### src/rtl/pulse_train_gen.sv
// Multi-channel pulse-train generator: per-channel programmable width and period,
// continuous or one-shot, with width/period changes deferred to the period boundary.
module pulse_train_gen #(
    parameter int CH = 2,
    parameter int CW = 4
) (
    input  logic          CLK,
    input  logic          RST,
    input  logic [CH-1:0] START,
    input  logic [CH-1:0] LOAD,
    input  logic [CW-1:0] W_PUL_N,
    input  logic [CW-1:0] W_PER_N,
    input  logic          MODE,
    output logic [CH-1:0] OUT,
    output logic [CH-1:0] RDY
);

    localparam logic [1:0] ST_IDLE = 2'd0;
    localparam logic [1:0] ST_RUN  = 2'd1;
    localparam logic [1:0] ST_DONE = 2'd2;

    for (genvar c = 0; c < CH; c++) begin : g_ch
        logic [1:0]    st_q, st_d;
        logic [CW-1:0] cnt_q, cnt_d;
        logic [CW-1:0] pul_q, pul_d;
        logic [CW-1:0] per_q, per_d;
        logic          mode_q, mode_d;
        logic [CW-1:0] sh_pul_q, sh_pul_d;
        logic [CW-1:0] sh_per_q, sh_per_d;
        logic          sh_mode_q, sh_mode_d;
        logic          pend_q, pend_d;
        logic          out_q, out_d;
        logic          rdy_q, rdy_d;
        logic          wrap;

        assign wrap = (cnt_q == per_q);

        always_comb begin
            st_d      = st_q;
            cnt_d     = cnt_q;
            pul_d     = pul_q;
            per_d     = per_q;
            mode_d    = mode_q;
            sh_pul_d  = sh_pul_q;
            sh_per_d  = sh_per_q;
            sh_mode_d = sh_mode_q;
            pend_d    = pend_q;

            case (st_q)
                ST_RUN: begin
                    if (wrap) begin
                        // A load on the wrap edge supersedes anything still pending.
                        if (LOAD[c]) begin
                            pul_d  = W_PUL_N;
                            per_d  = W_PER_N;
                            mode_d = MODE;
                        end else if (pend_q) begin
                            pul_d  = sh_pul_q;
                            per_d  = sh_per_q;
                            mode_d = sh_mode_q;
                        end
                        pend_d = 1'b0;
                        cnt_d  = '0;
                        // The mode that governed the finished period decides what follows.
                        if (mode_q) begin
                            st_d = ST_DONE;
                        end else if (!START[c]) begin
                            st_d = ST_IDLE;
                        end
                    end else begin
                        cnt_d = cnt_q + CW'(1);
                        if (LOAD[c]) begin
                            sh_pul_d  = W_PUL_N;
                            sh_per_d  = W_PER_N;
                            sh_mode_d = MODE;
                            pend_d    = 1'b1;
                        end
                    end
                end
                ST_DONE: begin
                    if (LOAD[c]) begin
                        pul_d  = W_PUL_N;
                        per_d  = W_PER_N;
                        mode_d = MODE;
                    end
                    if (!START[c]) begin
                        st_d = ST_IDLE;
                    end
                end
                default: begin
                    if (LOAD[c]) begin
                        pul_d  = W_PUL_N;
                        per_d  = W_PER_N;
                        mode_d = MODE;
                    end
                    if (START[c]) begin
                        st_d  = ST_RUN;
                        cnt_d = '0;
                    end
                end
            endcase

            // Output is derived from next-state values so it lines up with the count.
            out_d = (st_d == ST_RUN) && (cnt_d < pul_d);
            rdy_d = (st_d != ST_RUN);
        end

        always_ff @(posedge CLK or posedge RST) begin
            if (RST) begin
                st_q      <= ST_IDLE;
                cnt_q     <= '0;
                pul_q     <= '0;
                per_q     <= '1;
                mode_q    <= 1'b0;
                sh_pul_q  <= '0;
                sh_per_q  <= '1;
                sh_mode_q <= 1'b0;
                pend_q    <= 1'b0;
                out_q     <= 1'b0;
                rdy_q     <= 1'b1;
            end else begin
                st_q      <= st_d;
                cnt_q     <= cnt_d;
                pul_q     <= pul_d;
                per_q     <= per_d;
                mode_q    <= mode_d;
                sh_pul_q  <= sh_pul_d;
                sh_per_q  <= sh_per_d;
                sh_mode_q <= sh_mode_d;
                pend_q    <= pend_d;
                out_q     <= out_d;
                rdy_q     <= rdy_d;
            end
        end

        assign OUT[c] = out_q;
        assign RDY[c] = rdy_q;
    end

endmodule
### config.mk
export PLATFORM = sky130hd
export DESIGN_NAME = pulse_train_gen
export DESIGN_NICKNAME = d
export VERILOG_FILES = /design/src/rtl/pulse_train_gen.sv
export SDC_FILE = /design/constraint.sdc
export NUM_CORES = 1
export LEC_CHECK = 0
export BUFFER_PORTS_ARGS = -buffer_cell sky130_fd_sc_hd__buf_2
export CORE_MARGIN = 10
export CORE_UTILIZATION = 50
export CTS_BUF_LIST = sky130_fd_sc_hd__clkbuf_4
export DETAILED_ROUTE_END_ITERATION = 10
export PLACE_DENSITY = 0.79
export SLEW_MARGIN = 25
export SYNTH_ARGS = -nofsm -noshare
export SYNTH_HDL_FRONTEND = slang
export SYNTH_SLANG_ARGS = --single-unit
### constraint.sdc
create_clock -name CLK -period 2.49 [get_ports CLK]
set_input_delay 0.498 -clock CLK [delete_from_list [all_inputs] [get_ports CLK]]
set_output_delay 0.498 -clock CLK [all_outputs]
set_load 0.02 [all_outputs]
## Word-level counts from Yosys, hierarchy flattened

Cells that the tools add are included.

- Register bits: 54
- Bits of input ports: 15

- Add/subtract/negate cells: 2
- $lt $le $gt $ge: 2
- Equality and inequality tests: 14
- Mux-type cells: 50
- Bitwise logic cells: 2
- Reduce and logical (&&, ||, !) cells: 12

Operator list:

| kind | count |
|---|---|
| $mux W4 | 24 |
| $mux W2 | 8 |
| $pmux W4 S2 | 2 |
| $mux W1 | 14 |
| $reduce_and A3 Y1 | 4 |
| $add A4 B1 Y4 const B | 2 |
| $eq A2 B1 Y1 const B | 4 |
| $eq A4 B4 Y1 | 2 |
| $lt A4 B4 Y1 | 2 |
| $pmux W2 S2 | 2 |
| $reduce_bool A2 Y1 | 4 |
| $ne A3 B3 Y1 const B | 2 |
| $eq A2 B2 Y1 const B | 2 |
| $ne A2 B1 Y1 const B | 2 |
| $ne A2 B2 Y1 const B | 2 |
| $reduce_and A2 Y1 | 2 |
| $logic_and A1 B1 Y1 | 2 |
| $not A1 Y1 | 2 |

## Longest topological paths before layout

- Word-level depth: 6
- Gate-level depth with buffers: 11
- Gate-level depth less buffers: 11

## Worst setup path before layout

No wires, ideal clock.

- Path type: register to register
- Start: reg g_ch[0].per_q[1]
- End: reg g_ch[0].out_q
- Arrival: 2645 ps
- Required time: 2379 ps
- Setup slack: -266 ps
- Stages on the path, launching flop included: 11
- Buffers on the path: 1
- Path through: dfstp_2 xor2_1 or4_4 and2_4 buf_6 a22oi_2 o21a_1 ha_1 o21a_1 o21a_1 a2111oi_2

- Word-level cells in the longest chain between the ends: 5
- Elaborated cells on any way between the ends: 10

Ends and longest elaborated chain:

| item | RTL line | source |
|---|---|---|
| start, declared | 26 | `logic [CW-1:0] per_q, per_d;` |
| start signal, assigned | 125 | `per_q <= per_d;` |
| $eq A4 B4 Y1 * | 36 | `assign wrap = (cnt_q == per_q);` |
| $mux W4 / $mux W2 (equally long branches) | 51 | `if (wrap) begin` |
| $pmux W4 S2, or another cell as far along | 49 | `case (st_q)` |
| $lt A4 B4 Y1 / $eq A2 B1 Y1 (equally long branches) | 104 | `out_d = (st_d == ST_RUN) && (cnt_d < pul_d);` |
| $logic_and A1 B1 Y1 * | 104 |  |
| net g_ch[0].out_d | 32 | `logic out_q, out_d;` |
| end signal, assigned | 131 | `out_q <= out_d;` |
| end, declared | 32 |  |

Mark *: on every way through the listed nets, which the timed path passes. The rest lies on a longest branch.
A chain may end at the register's enable or synchronous reset.

## Worst setup path in the final report

- Start: reg g_ch[0].per_q[2]
- End: reg g_ch[0].out_q

Same word-level chain as after synthesis.

==> impl_metrics.ini <==
[critical_path]
r2r_slack_ns = -0.24
worstSetupStartpoint = g_ch[0].per_q[2]
cp-end-kind = flip-flop
cp_cell_sequence = xor2_1, or4_4, o21ai_4, a32oi_1, o21a_1, ha_1, o21a_1, o21a_1, a2111oi_2
worstSetupPathType = reg2reg
rr_worst_depth = 9
reg2reg_to = g_ch[0].out_q
critical-path-slowest-cell = or4_4
path_max_fanout = 3
worstReg2RegStart = g_ch[0].per_q[2]
cpPeakStageDelay_ns = 0.58
timing.critical_path.mode_cell = o21a_1
worstPathArrival_ns = 3.00
cp-start-kind = flip-flop
critPathRequiredTime_ns = 2.76

[final_layout]
final_nets = 383
syn_to_final_growth_pct = 22.3
final_common_cell = buf_4
final_area_um2 = 3830
fillers = 457
drive_gt1_share_pct = 40.1
seq_area_um2 = 1370
insertedDiodeCount = 0
final_cell_mix = buf_4 (49), dfrtp_1 (36), a21oi_1 (27)
multi_input_area_um2 = 1810

[global_route]
grt_pass1_wl_um = 11700
grt_max_degree = 29
first_global_vias = 2369
grtUsageTotal_pct = 14.3
antenna_found_initial = 0
grt_overflow_total = 0

[routing]
first_iter_violations = 128
vias = 2452
vias_per_cell = 5.68
drt_wl_total_um = 7090
wl_per_cell_um = 16.4
ant_nets = 0
drc = 0
firstDrtPassIters = 4

[synthesis]
synth_fa_ha_area_share_pct = 4.80
synth_top_area_share_pct = 28.8
synthFlopType = dfrtp_1
synth_compound_area_share_pct = 19.9
synthSimpleGateAreaFrac_pct = 12.6
synthDistinctLibCells = 56
synth_edf_count = 0
yosysTopAreaCell = dfrtp_1
syn_inst = 296
yosysWarnings = 0
netlist_area_um2 = 3130
synthTopCellsByArea = dfrtp_1 (29%), dfstp_2 (15%), ha_1 (4.8%), a21oi_1 (4.3%), mux2i_1 (4.2%)
synthArstFlopShare_pct = 100
synth_fp_nets = 323
avgSynthCellArea_um2 = 10.6
ys_seq_area_share_pct = 43.9
ys_seq_elements = 54
synth_xor_area_share_pct = 3.96
synth_top_family_by_area = compound AO/OA/AOI/OAI gates
synthMuxAreaShare_pct = 11.0

[clock_network]
htreeDepth = 2
numClockSinks = 54
clk_pin_slew_worst_paths_ns = 0.15
root_buffer = clkbuf_4
cts_inserted_buffers = 5
cts_buffer_depth = 2
clock_latency_ns = 0.37
cts_tree = yes
postCtsHoldBufs = 0

[timing]
fin_crit_sh_pct = 109
skew_ns = 0.00969
slew_headroom_pct = 60.0
hold-worst-slack_ns = 0.170
fin_setup_tns_ns = -0.425
worstMarginPinSlew_ns = 0.598
timing.final.ws_setup_ns = -0.235
slew_viol_final = 0
timing.fmax_ghz = 0.367
rsz0062_at_grt = true
setup_viol = 2
period_needed_ns = 2.73
hold_viol = 0

[power_and_ir_drop]
p_leak_nw = 1.69
power_mw = 5.28
powerDensity_nw_per_um2 = 1380
peakVddDrop_mv = 0.604

[placement]
placed_area_um2 = 3600
io_buffers = 18
gp_congestion = 0.914
hpwlAfterDp_um = 5170

[die]
initial_core_util_pct = 52.2
dieArea_um2 = 9820
die_w_um = 99.1
die_y_um = 99.1
core-area_um2 = 5990
rows = 28
num_io_pins = 19

[run]
cap_viol_max_count = 0

[status]
violations = negative setup slack
status = finished with violations

[min_path]
hold_class = in2async
layer usage:
layer	vias up	wire (um)	track usage, %
li1	1187	-	-
met3	11	263	2.84
met2	55	3440	21.7
met4	0	98	4.74
met1	1199	3280	19.8
met5	-	0	0
where the power goes:
part           leakage, nW  switching (mW)  internal (mW)
sequential           0.629           0.330           1.39
combinational         1.02            1.59           1.58
clock               0.0331           0.267          0.118
total                 1.69            2.19           3.09
worst max-delay path by stage:
stage	end	slack, ns	depth (start not counted)
after detailed placement	g_ch[0].out_q	-0.34	9
after floorplan	g_ch[0].out_q	-0.20	10
final	g_ch[0].out_q	-0.24	9
after global placement	g_ch[0].out_q	-0.23	9
after global routing	g_ch[0].out_q	-0.34	10
after CTS	g_ch[0].out_q	-0.22	9
Yosys cell counts, types with 4 or more instances:
library cell  count
a21oi_1          27
a32oi_1           4
buf_4             5
clkbuf_1          4
dfrtp_1          36
dfstp_2          18
ha_1             12
inv_1             9
mux2_1            9
mux2_2           10
mux2i_1          13
nand2_1          16
nand2b_1          5
nand3_1           6
nor2_1           26
nor2b_1           4
o21a_1           10
o21ai_0          14
o31ai_1           4
xnor2_1           4
xor2_1            7
critical path, delay by kind of cell (launching register included):
family                   cells  cell delay (ns)
XOR/XNOR                     1             0.09
flip-flops                   1             0.57
adder cells (fa/ha/maj)      1             0.28
AND/OR/NAND/NOR              1             0.58
AO/OA/AOI/OAI                6             1.12
metrics by stage:
step           worst slack, ns  util, %  std cells
4_1_cts                 -0.220     62.3        431
2_1_floorplan           -0.199        -        296
3_3_place_gp            -0.232     60.1        420
5_1_grt                 -0.342     63.9        432
3_5_place_dp            -0.341     60.1        420
6_report                -0.235     63.9        432
registers in the layout (all words and copies together) (netlist names):
register        flops
g_ch.sh_per_q       8
g_ch.cnt_q          8
g_ch.mode_q         2
g_ch.pend_q         2
g_ch.out_q          2
g_ch.pul_q          8
g_ch.per_q          8
g_ch.sh_pul_q       8
g_ch.rdy_q          2
g_ch.st_q           4
g_ch.sh_mode_q      2
cells by family (layout without fill, tap and decap cells):
kind of cell	count (synthesis)	in the layout
muxes	32	32
xor gates and xnor gates	12	12
adders and majority gates	12	12
and+or+nand+nor	75	75
buffers and inverters	24	85
AOI/OAI and AO/OA	87	87
DFF	54	54
what timing repair did:
action / CTS / global route
endpoints found under the hold margin: 0 / 0
endpoints found under the setup margin: 2 / 2
gates cloned: 0 / 0
buffers inserted: 3 / 1
resized for setup: 11 / 14
pin swaps: 7 / 7
cell type report:
type	count	area share [%]
clock inverter	2	0.229
sequential	54	35.9
inverter	10	0.981
tap	75	2.45
multi-input combinational	218	47.3
clock buffer	6	1.18
timing repair buffer	67	12.0
Power figures use the tool's default switching activity.
